**src/rtl/move_list_collector.sv**
```systemverilog
// Move-list collector: snapshots NUM_LANES move words, pushes the non-zero ones into a FIFO
// and streams them out over valid/ready. Define CAPTURE_FIRST_EN to emit captures before quiet moves.
module move_list_collector #(
    parameter int NUM_LANES = 16,
    parameter int DEPTH     = 8,
    parameter int CNT_W     = 8
) (
    input  logic                    clk,
    input  logic                    clear_n,
    input  logic                    start,
    input  logic [NUM_LANES*32-1:0] moves_in,
    output logic                    busy,
    output logic                    m_valid,
    input  logic                    m_ready,
    output logic [31:0]             m_data,
    output logic [CNT_W-1:0]        move_count,
    output logic                    done
);
    localparam int IDX_W = (NUM_LANES > 1) ? $clog2(NUM_LANES) : 1;
    localparam int PTR_W = $clog2(DEPTH);

    typedef enum logic [1:0] {
        S_IDLE,
        S_SCAN,
        S_DRAIN
    } state_t;

    state_t           state, state_nxt;
    logic [31:0]      snap [NUM_LANES];
    logic [31:0]      mem  [DEPTH];
    logic [IDX_W-1:0] idx;
    logic             primed;
    logic [PTR_W:0]   wr_ptr, rd_ptr;

    logic [31:0]      lane_word;
    logic             lane_take, last_lane, final_pass;
    logic             fifo_full, fifo_empty, pop, push_ok;
    logic             snap_load, advance, push, done_nxt;

    assign lane_word = snap[idx];
    assign last_lane = (idx == IDX_W'(NUM_LANES - 1));

`ifdef CAPTURE_FIRST_EN
    // Pass 0 takes captures only, pass 1 takes the remaining non-zero (quiet) words.
    logic pass;

    assign lane_take  = pass ? ((lane_word != 32'd0) && (lane_word[29:24] == 6'd0))
                             : (lane_word[29:24] != 6'd0);
    assign final_pass = pass;

    always_ff @(posedge clk or negedge clear_n) begin
        if (!clear_n)
            pass <= 1'b0;
        else if (snap_load)
            pass <= 1'b0;
        else if (advance && last_lane)
            pass <= 1'b1;
    end
`else
    assign lane_take  = (lane_word != 32'd0);
    assign final_pass = 1'b1;
`endif

    // Extra pointer bit separates full from empty when the low bits match.
    assign fifo_empty = (wr_ptr == rd_ptr);
    assign fifo_full  = (wr_ptr[PTR_W] != rd_ptr[PTR_W]) &&
                        (wr_ptr[PTR_W-1:0] == rd_ptr[PTR_W-1:0]);
    assign m_valid    = !fifo_empty;
    assign pop        = m_valid && m_ready;
    assign push_ok    = !fifo_full || pop;
    assign m_data     = fifo_empty ? 32'd0 : mem[rd_ptr[PTR_W-1:0]];

    always_ff @(posedge clk or negedge clear_n) begin
        if (!clear_n)
            state <= S_IDLE;
        else
            state <= state_nxt;
    end

    always_comb begin
        // NOTE: every output of this block gets a default first, so no path can infer a latch.
        state_nxt = state;
        busy      = (state != S_IDLE);
        snap_load = 1'b0;
        advance   = 1'b0;
        push      = 1'b0;
        done_nxt  = 1'b0;
        case (state)
            S_IDLE: begin
                if (start) begin
                    snap_load = 1'b1;
                    state_nxt = S_SCAN;
                end
            end
            S_SCAN: begin
                // First SCAN cycle lets the snapshot settle; a held word stalls idx.
                if (primed && (!lane_take || push_ok)) begin
                    advance = 1'b1;
                    push    = lane_take;
                    if (last_lane && final_pass)
                        state_nxt = S_DRAIN;
                end
            end
            S_DRAIN: begin
                if (fifo_empty) begin
                    done_nxt  = 1'b1;
                    state_nxt = S_IDLE;
                end
            end
            default: state_nxt = S_IDLE;
        endcase
    end

    always_ff @(posedge clk or negedge clear_n) begin
        if (!clear_n) begin
            idx        <= '0;
            primed     <= 1'b0;
            move_count <= '0;
            done       <= 1'b0;
            wr_ptr     <= '0;
            rd_ptr     <= '0;
        end else begin
            done <= done_nxt;
            if (snap_load) begin
                idx        <= '0;
                primed     <= 1'b0;
                move_count <= '0;
            end else if (state == S_SCAN) begin
                primed <= 1'b1;
                if (advance)
                    idx <= last_lane ? '0 : idx + 1'b1;
            end
            if (push) begin
                wr_ptr <= wr_ptr + 1'b1;
                if (move_count != {CNT_W{1'b1}})
                    move_count <= move_count + 1'b1;
            end
            if (pop)
                rd_ptr <= rd_ptr + 1'b1;
        end
    end

    // NOTE: snapshot and FIFO storage carry no reset; validity lives in the reset pointers
    // and m_data is gated to zero while the FIFO is empty.
    always_ff @(posedge clk) begin
        if (snap_load)
            for (int i = 0; i < NUM_LANES; i++)
                snap[i] <= moves_in[32*i +: 32];
        if (push)
            mem[wr_ptr[PTR_W-1:0]] <= lane_word;
    end

endmodule

```
**config.mk**
```make
export PLATFORM = sky130hd
export DESIGN_NAME = move_list_collector
export DESIGN_NICKNAME = d
export VERILOG_FILES = /design/src/rtl/move_list_collector.sv
export SDC_FILE = /design/constraint.sdc
export NUM_CORES = 1
export LEC_CHECK = 0
export BUFFER_PORTS_ARGS = -buffer_cell sky130_fd_sc_hd__buf_2
export CORE_UTILIZATION = 30
export CTS_BUF_LIST = sky130_fd_sc_hd__clkbuf_2 sky130_fd_sc_hd__clkbuf_4 sky130_fd_sc_hd__clkbuf_8
export DETAILED_ROUTE_END_ITERATION = 8
export HOLD_SLACK_MARGIN = 0.1
export PLACE_DENSITY_LB_ADDON = 0.08
export SYNTH_ARGS = -nofsm -noshare
export SYNTH_HDL_FRONTEND = slang
export SYNTH_SLANG_ARGS = --single-unit
```
**constraint.sdc**
```tcl
create_clock -name clk -period 13.25 [get_ports clk]
set_clock_uncertainty 0.15 [all_clocks]
set_input_delay 3.975 -clock clk [delete_from_list [all_inputs] [get_ports clk]]
set_output_delay 3.975 -clock clk [all_outputs]
set_load 0.05 [all_outputs]
```
==> results of run 1 <==
[per-layer routing]
layer | up-vias | share of wire [%] | global-route usage, %
li1 | 7116 | - | -
met1 | 8251 | 39 | 20.0
met2 | 554 | 51 | 29.8
met3 | 220 | 6.5 | 5.59
met4 | 54 | 2.9 | 6.94
met5 | - | 0.37 | 0
[synth_stat cells (2+ instances only)]
library cell  number  share of area, %
a21bo_1            2             0.066
a21o_1             2             0.049
a21oi_1            2             0.033
a221oi_1           6              0.17
a22oi_1           42               1.0
a31oi_1            2             0.041
and2_1             3             0.062
and3_1             4             0.082
buf_1             13              0.16
buf_2             18              0.30
buf_4              4             0.099
buf_6              7              0.26
clkbuf_1          28              0.35
dfrtp_1           24               2.0
edfxtp_1         768                76
ha_1               4              0.16
inv_1             10              0.12
mux2_2             4              0.15
mux2i_1           48               1.6
mux4_2           193                14
nand2_1           34              0.42
nand2b_1           2             0.041
nand3_1           12              0.20
nand4_1            2             0.041
nor2_1            47              0.58
nor2b_1           10              0.21
nor3_1             7              0.12
nor4_1             7              0.14
nor4b_1            2             0.058
o211ai_1           3             0.074
o21ai_0            4             0.066
o32ai_1            2             0.058
or2_2              4             0.082
xnor2_1            8              0.23
xor2_1             3             0.086
[power breakdown]
| part | switching [W] | internal, W | total, W |
|---|---|---|---|
| clock | 0.00105 | 0.00127 | 0.00231 |
| sequential | 0.000261 | 0.00363 | 0.00389 |
| combinational | 0.00204 | 0.00112 | 0.00316 |
| total | 0.00335 | 0.00602 | 0.00936 |
[stage by stage]
stage	instance area, um2	util [%]
6_report	37900	37.7
5_1_grt	37800	37.7
4_1_cts	37800	37.7
3_5_place_dp	34900	34.8
3_3_place_gp	34900	34.8
2_1_floorplan	30400	-
[worst max path at each step]
stage              start           to  slack (ps)  cells past startpoint
5_1_grt        rd_ptr[0]   m_data[30]        5160                      5
3_3_place_gp       start  snap[4][22]        5980                      6
4_1_cts        rd_ptr[0]   m_data[17]        5290                      5
2_1_floorplan      start       idx[3]         510                      5
6_report       rd_ptr[0]   m_data[17]        5530                      5
3_5_place_dp       start  snap[5][22]        5900                      6
[registers in the layout, summed over array words and instances (netlist names)]
register / count
done: 1
idx: 4
mem: 256
move_count: 8
primed: 1
rd_ptr: 4
snap: 512
state: 2
wr_ptr: 4
[layout by cell type, fill, tap and decap left out, types with 3 or more instances in the layout]
cell type	count
dfrtp_1	19
a221oi_1	6
buf_12	3
clkinvlp_4	4
nor2_1	46
buf_4	29
mux2_2	4
o211ai_1	3
inv_6	6
nor3_1	5
clkbuf_8	153
or2_2	4
xor2_1	3
a22oi_1	42
nand3_1	12
xnor2_1	8
nor2b_1	7
diode_2	25
o21ai_0	4
inv_8	4
nand2_1	34
clkinv_1	34
nor4_1	5
mux4_2	193
ha_1	4
mux2i_1	48
inv_1	9
buf_2	558
and3_1	4
edfxtp_1	768
clkbuf_4	53
dfrtp_4	3
clkinv_2	12
and2_1	3
[final cells by class]
cell class	instances	area (um2)	area share, %
clock inverter	62	384	1.01
clock buffer	206	2500	6.61
tap	1357	1700	4.49
timing repair buffer	590	3070	8.11
multi-input combinational	481	6420	17.0
sequential	792	23700	62.5
inverter	10	41.3	0.109
antenna	25	62.6	0.165
[cell families after synthesis]
group,count (synthesis)
DFF,792
muxes,246
and+or+nand+nor,143
buffers and inverters,80
AOI/OAI and AO/OA,77
xor gates and xnor gates,11
adders and majority gates,4
==> metrics, run 1 <==
final setup violation count=0; CP delay by family, top=buffers and inverters; xor/xnor share of the synthesized area=0.317%; worst-margin pin slew=1200 ps; post-synthesis compound-gate area fraction=1.99%; fin crit share=58.3%; VDD IR max=175 uV; register-to-register path setup slack=7700 ps; dpl ws=5900 ps; Post-Synth Adder-Cell Area=0.165%; RSZ-0062 raised after global routing=false; postcts setup bufs=0; final net count=2541; CP endpoint kind=output pin; hold path cells=1; layout cells sized above 1=49.1%; drt wl/cell=25.2 um; die span in y=320 um; gr ovfl total=0; status=complete, no violations; Final Non-Filler Cells=3523; clk_lat worst skew=800 ps; die extent in x=320 um; fill count=9378; CTS tree=yes; Initial DRC Count=1073; CTS Hold Bufs=0; power density over the cells=247 nW/um2; final weighted congestion in routability-driven placement=0.752; CP max stage delay=860 ps; via/cell ratio=4.60; fin worst setup slack=5530 ps; Worst Hold Path EP=rd_ptr[3]; Mapped Area=30400 um2; Gate Count Post-Synth=1353; post-synthesis cell type count=57; minimum clock period=7720 ps; crit-path max FO=35; setup tns final=0 ps; I/O Pins=559; Inst Count DP=3230; total CTS buffers=146; largest family of logic cells by synthesized area=multiplexers; Critical Path RT=9120 ps; worst-case clock buffer depth=3; Post-synth ARST share=3.03%; post-DP HPWL=60600 um; Vias=16195; post-synthesis mux area share=16.1%; post-synthesis sequential area ratio=77.8%; Design Power=0.00936 W; Ys Warns=0; Max transition margin=19.4%; drc violations=0; number of synthesized flops with an enable pin=768; die area=103000 um2; r2r worst-path depth=10; Rows=116; Hold Crit Class=register to register; Core Area=100000 um2; Post-Syn Area per Cell=22.5 um2; max_cap viols=0; pin count of the biggest net entering global routing=150; Startpoint Class=register; Arr. time, crit path=3600 ps; clock-pin slew on the worst setup and hold paths=50 ps; GRT Overall Usage=17.4%; Simple-Gate Fraction of Synth Area=2.36%; CP Class=register to output pin; Starting Density=30.3%; P&R area growth vs syn=24.4%; vias in the first global route=17722; antenna viol nets, final=0; root buffer cell=clkbuf_8; Pleak=13.4 nW; WL final=88700 um; Hold WS=349 ps; CTS H-tree depth=4; initial antenna violation count=70; CTS resizes=0; CP Buf/Inv Count=2; global-route wire length before repair=125000 um; fmax=0.130 GHz; clk sinks=792; Hold Path Origin=rd_ptr[3]; number of I/O port buffers=558; crit-path cells=buf_4 -> mux4_2 -> mux2i_1 -> nor2_1 -> buf_2; Worst path slowest cell=dfrtp_4; Syn Nets=1873; R2R Path Start=idx[0]; synthesis-stage register bit count=792; Top FF cell, synth=edfxtp_1; Worst R2R End=mem[4][23]; Slew Viols, Final=0; DRT Pass-1 Iters=5; Hold Vio Cnt, Final=0
Power figures use the tool's default switching activity.
==> inputs of run 2 (changes only) <==
==> constraint.sdc (replaced) <==
create_clock -name clk -period 7.4 [get_ports clk]
set_clock_uncertainty 0.15 [all_clocks]
set_input_delay 2.22 -clock clk [delete_from_list [all_inputs] [get_ports clk]]
set_output_delay 2.22 -clock clk [all_outputs]
set_load 0.05 [all_outputs]
==> run 2 against run 1 <==
Routed wire length up 2.0%. Via count rose by 0.82%. Worst hold slack got worse by 11 ps. Non-clock buffer count rose by 9. Sequential share of layout area is 0.10 points higher. Sequential power increased by 79%. Die area is the same. Cell area fell by 0.16%. Combinational power grew 81%. Clock power up 71%. Final cell count shrank 0.28%.
==> metrics, run 2 (synthesis results as in run 1) <==
clk sinks=792 (unchanged); number of I/O port buffers=558 (unchanged); worst-case clock buffer depth=3 (unchanged); global-route wire length before repair=127000 um (+1.8%); Pleak=13.3 nW (-0.40%); crit-path max FO=43 (+23%); VDD IR max=394 uV (+130%); Slew Viols, Final=0 (unchanged); Initial DRC Count=993 (-7.5%); max reg flops=512 (unchanged); Hold Vio Cnt, Final=0 (unchanged); die span in y=320 um (unchanged); CP Class=register to output pin; final net count=2546 (+0.20%); drc violations=0 (unchanged); gr ovfl total=0 (unchanged); CTS resizes=0 (unchanged); Critical Path RT=5030 ps (-4090 ps); fin crit share=80.2%; RSZ-0062 raised after global routing=false; minimum clock period=5930 ps; total CTS buffers=142 (-2.7%); via/cell ratio=4.65 (+1.1%); most flop-heavy register=snap; pin count of the biggest net entering global routing=169 (+13%); fmax=0.169 GHz; GRT Overall Usage=17.7% (+0.31 points); CTS Hold Bufs=0 (unchanged); CTS H-tree depth=4 (unchanged); Vias=16328 (+0.82%); final setup violation count=0 (unchanged); P&R area growth vs syn=24.2%; Starting Density=30.3% (unchanged); worst-margin pin slew=1140 ps (-56.5 ps); initial antenna violation count=78 (+11%); most frequent cells in the layout=edfxtp_1 (768), buf_2 (558), mux4_2 (193); Core Area=100000 um2 (unchanged); clk_lat worst skew=810 ps (about the same); vias in the first global route=17783 (+0.34%); layout cells sized above 1=48.7% (-0.40 points); max_cap viols=0 (unchanged); drt wl/cell=25.8 um (+2.3%); Rows=116 (unchanged); Arr. time, crit path=3560 ps (-40 ps); post-DP HPWL=63500 um (+4.8%); Startpoint Class=register; clock-pin slew on the worst setup and hold paths=50 ps (about the same); most common cell after layout, fill and taps aside=edfxtp_1; Design Power=0.0167 W (+78%); status=complete, no violations; power density over the cells=441 nW/um2 (+78%); die extent in x=320 um (unchanged); postcts setup bufs=0 (unchanged); CTS tree=yes; I/O Pins=559 (unchanged); WL final=90500 um (+2.0%); CP endpoint kind=output pin; Max transition margin=23.3% (+3.9 points); antenna viol nets, final=0 (unchanged); DRT Pass-1 Iters=4 (-1); die area=103000 um2 (unchanged); root buffer cell=clkbuf_8; setup tns final=0 ps (unchanged); Hold Crit Class=register to register; final weighted congestion in routability-driven placement=0.773 (+2.7%)
==> run 2: cell count changes in the layout (fill, tap and decap cells not counted), moves of 2 or more <==
cell       delta
buf_12        +2
buf_4         +7
bufinv_16     +2
clkbuf_4     -17
clkbuf_8      -7
clkinv_1      +4
clkinv_2      +2
clkinv_8      +2
inv_6         -3
inv_8         -3
==> run 2: path summary, 6_finish.rpt <==
kind                       cells after the start  startpoint  slack, ps             to
max in group asynchronous                      1     clear_n       5190         idx[0]
hold reg to reg                                1   rd_ptr[3]        340      rd_ptr[3]
hold / removal                                 1   rd_ptr[3]        340      rd_ptr[3]
setup / recovery                               5   rd_ptr[0]       1470      m_data[0]
min in group asynchronous                      1     clear_n       1340  move_count[3]
setup reg to reg                              10      idx[1]       2290     mem[1][23]
==> run 2: worst max-delay path, cell delays in order, from the launching register on <==
cell and delay [ps]:
dfrtp_4 990, buf_4 600, mux4_2 580, mux2i_1 220, nor2_1 60, buf_2 240
==> run 2: final cells by class <==
type / instances / area [um2]
Clock inverter: 66 / 433
Clock buffer: 182 / 2280
Sequential cell: 792 / 23700
Antenna cell: 26 / 65.1
Inverter: 10 / 41.3
Tap cell: 1357 / 1700
Multi-Input combinational cell: 481 / 6440
Timing Repair Buffer: 599 / 3160
Fill cell: 9442 / 62500
==> run 2: per-layer routing <==
layer | GRT usage (%) | wire [um] | vias to the layer above
met2 | 30.1 | 46300 | 566
li1 | - | - | 7115
met5 | 0 | 321 | -
met4 | 6.82 | 2730 | 52
met3 | 5.66 | 6020 | 233
met1 | 20.7 | 35100 | 8362
==> run 2: through the flow <==
stage                     util, %  setup slack, ps  std cells  hold WS [ps]  instance area, um2
after floorplan                 -            -3560       1353           312               30400
after global placement       34.9             2140       3239           338               35000
after detailed placement     34.9             2120       3239           331               35000
after CTS                    37.6             1210       3487           347               37700
after global routing         37.7             1100       3506           377               37800
final                        37.7             1470       3513           339               37800
==> run 2: power by group <==
part           leakage [nW]  internal (W)  switching [W]
Combinational          4.61       0.00203        0.00370
Clock                  1.42       0.00215        0.00181
Sequential             7.30       0.00650       0.000479
==> inputs of run 3 (changes only) <==
==> constraint.sdc (replaced) <==
create_clock -name clk -period 5.75 [get_ports clk]
set_clock_uncertainty 0.15 [all_clocks]
set_input_delay 1.725 -clock clk [delete_from_list [all_inputs] [get_ports clk]]
set_output_delay 1.725 -clock clk [all_outputs]
set_load 0.05 [all_outputs]
==> run 3 against run 2 <==
Sequential power is 28% higher. Register-to-register slack got worse by 1400 ps. Die area stayed put. Worst hold slack worse by 0.76 ps. Global-route usage up 0.56 points. Final cell count up 0.91%. Setup slack lost 840 ps. Via count rose by 0.37%. Cell area up 0.76%. Non-clock buffer count grew 18. Count of clock-buffer cells in the layout grew 12. Critical endpoint unchanged.
==> metrics, run 3 (synthesis results as in run 1) <==
Starting Density=30.3% (unchanged); clk sinks=792 (unchanged); most common cell after layout, fill and taps aside=edfxtp_1; CTS H-tree depth=4 (unchanged); WL final=93800 um (+3.6%); hold path cells=1 (unchanged); antenna viol nets, final=0 (unchanged); Hold Crit Class=register to register; Design Power=0.0218 W (+31%); P&R area growth vs syn=25.2%; root buffer cell=clkbuf_8; gr ovfl total=0 (unchanged); fmax=0.195 GHz; power density over the cells=573 nW/um2 (+30%); Startpoint Class=register; VDD IR max=282 uV (-28%); Worst Hold Path EP=rd_ptr[3]; Final Util=38.0% (+0.29 points); DRT Pass-1 Iters=5 (+1); r2r worst-path depth=12 (+2); Critical Path RT=3880 ps (-1150 ps); final net count=2566 (+0.79%); clock-pin slew on the worst setup and hold paths=60 ps (about the same); number of I/O port buffers=558 (unchanged); CP Buf/Inv Count=2 (unchanged); Area after DPL=35300 um2 (+0.68%); Initial DRC Count=1090 (+9.8%); Worst R2R End=mem[2][22]; fin crit share=89.1%; postcts setup bufs=0 (unchanged); register-to-register path setup slack=900 ps (-1390 ps); die area=103000 um2 (unchanged); Final Cell Area=38100 um2 (+0.76%); vias in the first global route=17818 (+0.20%); RSZ-0062 raised after global routing=false; worst-margin pin slew=1120 ps (-24.2 ps); GRT Overall Usage=18.2% (+0.56 points); crit-path cells=buf_4 -> mux4_2 -> mux2i_1 -> nor2_1 -> buf_2; max_cap viols=0 (unchanged); drc violations=0 (unchanged); drt wl/cell=26.5 um (+2.7%); max reg flops=512 (unchanged); CTS Hold Bufs=0 (unchanged); post-DP HPWL=66500 um (+4.7%); status=complete, no violations; layout cells sized above 1=49.5% (+0.83 points); Max transition margin=25.1% (+1.8 points); global-route wire length before repair=130000 um (+2.3%); CTS resizes=0 (unchanged); via/cell ratio=4.62 (-0.53%); Hold Vio Cnt, Final=0 (unchanged); Hold WS=338 ps (-0.764 ps); most flop-heavy register=snap; Arr. time, crit path=3250 ps (-310 ps); die span in y=320 um (unchanged); I/O Pins=559 (unchanged); final weighted congestion in routability-driven placement=0.775 (+0.27%); Slew Viols, Final=0 (unchanged); Rows=116 (unchanged); total CTS buffers=144 (+1.4%); Pleak=13.5 nW (+1.1%); CP delay by family, top=multiplexers; pin count of the biggest net entering global routing=119 (-30%); Worst path slowest cell=dfrtp_4; CP max stage delay=790 ps (-200 ps); crit-path max FO=25 (-42%); fill count=9303 (-1.5%); most frequent cells in the layout=edfxtp_1 (768), buf_2 (558), mux4_2 (193); die extent in x=320 um (unchanged); initial antenna violation count=82 (+5.1%); Hold Path Origin=rd_ptr[3]; Vias=16389 (+0.37%); CP endpoint kind=output pin; minimum clock period=5130 ps; Core Area=100000 um2 (unchanged); R2R Path Start=idx[1]; worst-case clock buffer depth=3 (unchanged); final setup violation count=0 (unchanged); clk_lat worst skew=810 ps (about the same); CP Class=register to output pin; CTS tree=yes
run 3: changes by cell type in the layout (fill, tap and decap cells not counted), moves of 3 or more:
| cell | before | now |
|---|---|---|
| buf_4 | 36 | 49 |
| clkbuf_4 | 36 | 46 |
| buf_12 | 5 | 10 |
| diode_2 | 26 | 31 |
| clkinv_1 | 38 | 35 |
run 3: power by group:
part | switching, W | internal, W | leakage, nW
Sequential | 0.000557 | 0.00835 | 7.30
Clock | 0.00239 | 0.00278 | 1.45
Combinational | 0.00495 | 0.00277 | 4.73
Total | 0.00790 | 0.0139 | 13.5
run 3: stage by stage:
stage                     cells  setup WS [ps]  setup TNS, ps
after CTS                  3514            471              0
final                      3545            625              0
after global placement     3257            723              0
after detailed placement   3257            692              0
after floorplan            1353          -4720       -2299100
after global routing       3527            400              0
run 3: how the worst max path moves through the flow:
| stage | startpoint | end | slack (ps) | cells after the start |
|---|---|---|---|---|
| finish | rd_ptr[0] | m_data[0] | 620 | 5 |
| global route | rd_ptr[0] | m_data[19] | 400 | 5 |
| CTS | rd_ptr[0] | m_data[0] | 470 | 5 |
| detailed placement | idx[1] | mem[0][30] | 690 | 12 |
| global placement | idx[1] | mem[2][30] | 720 | 12 |
| floorplan | start | idx[3] | -4720 | 5 |
run 3: cell type report:
type | instances | area, um2 | area share [%]
antenna | 31 | 77.6 | 0.204
tap | 1357 | 1700 | 4.46
clock buffer | 194 | 2380 | 6.26
multi-input combinational | 481 | 6480 | 17.0
sequential | 792 | 23700 | 62.2
inverter | 10 | 41.3 | 0.108
timing repair buffer | 617 | 3360 | 8.83
clock inverter | 63 | 367 | 0.963
run 3: per-layer routing:
metal | wire (um) | GRT usage [%]
met5 | 471 | 0
met4 | 2050 | 5.73
met3 | 6710 | 6.35
met2 | 46600 | 30.2
met1 | 38000 | 22.2
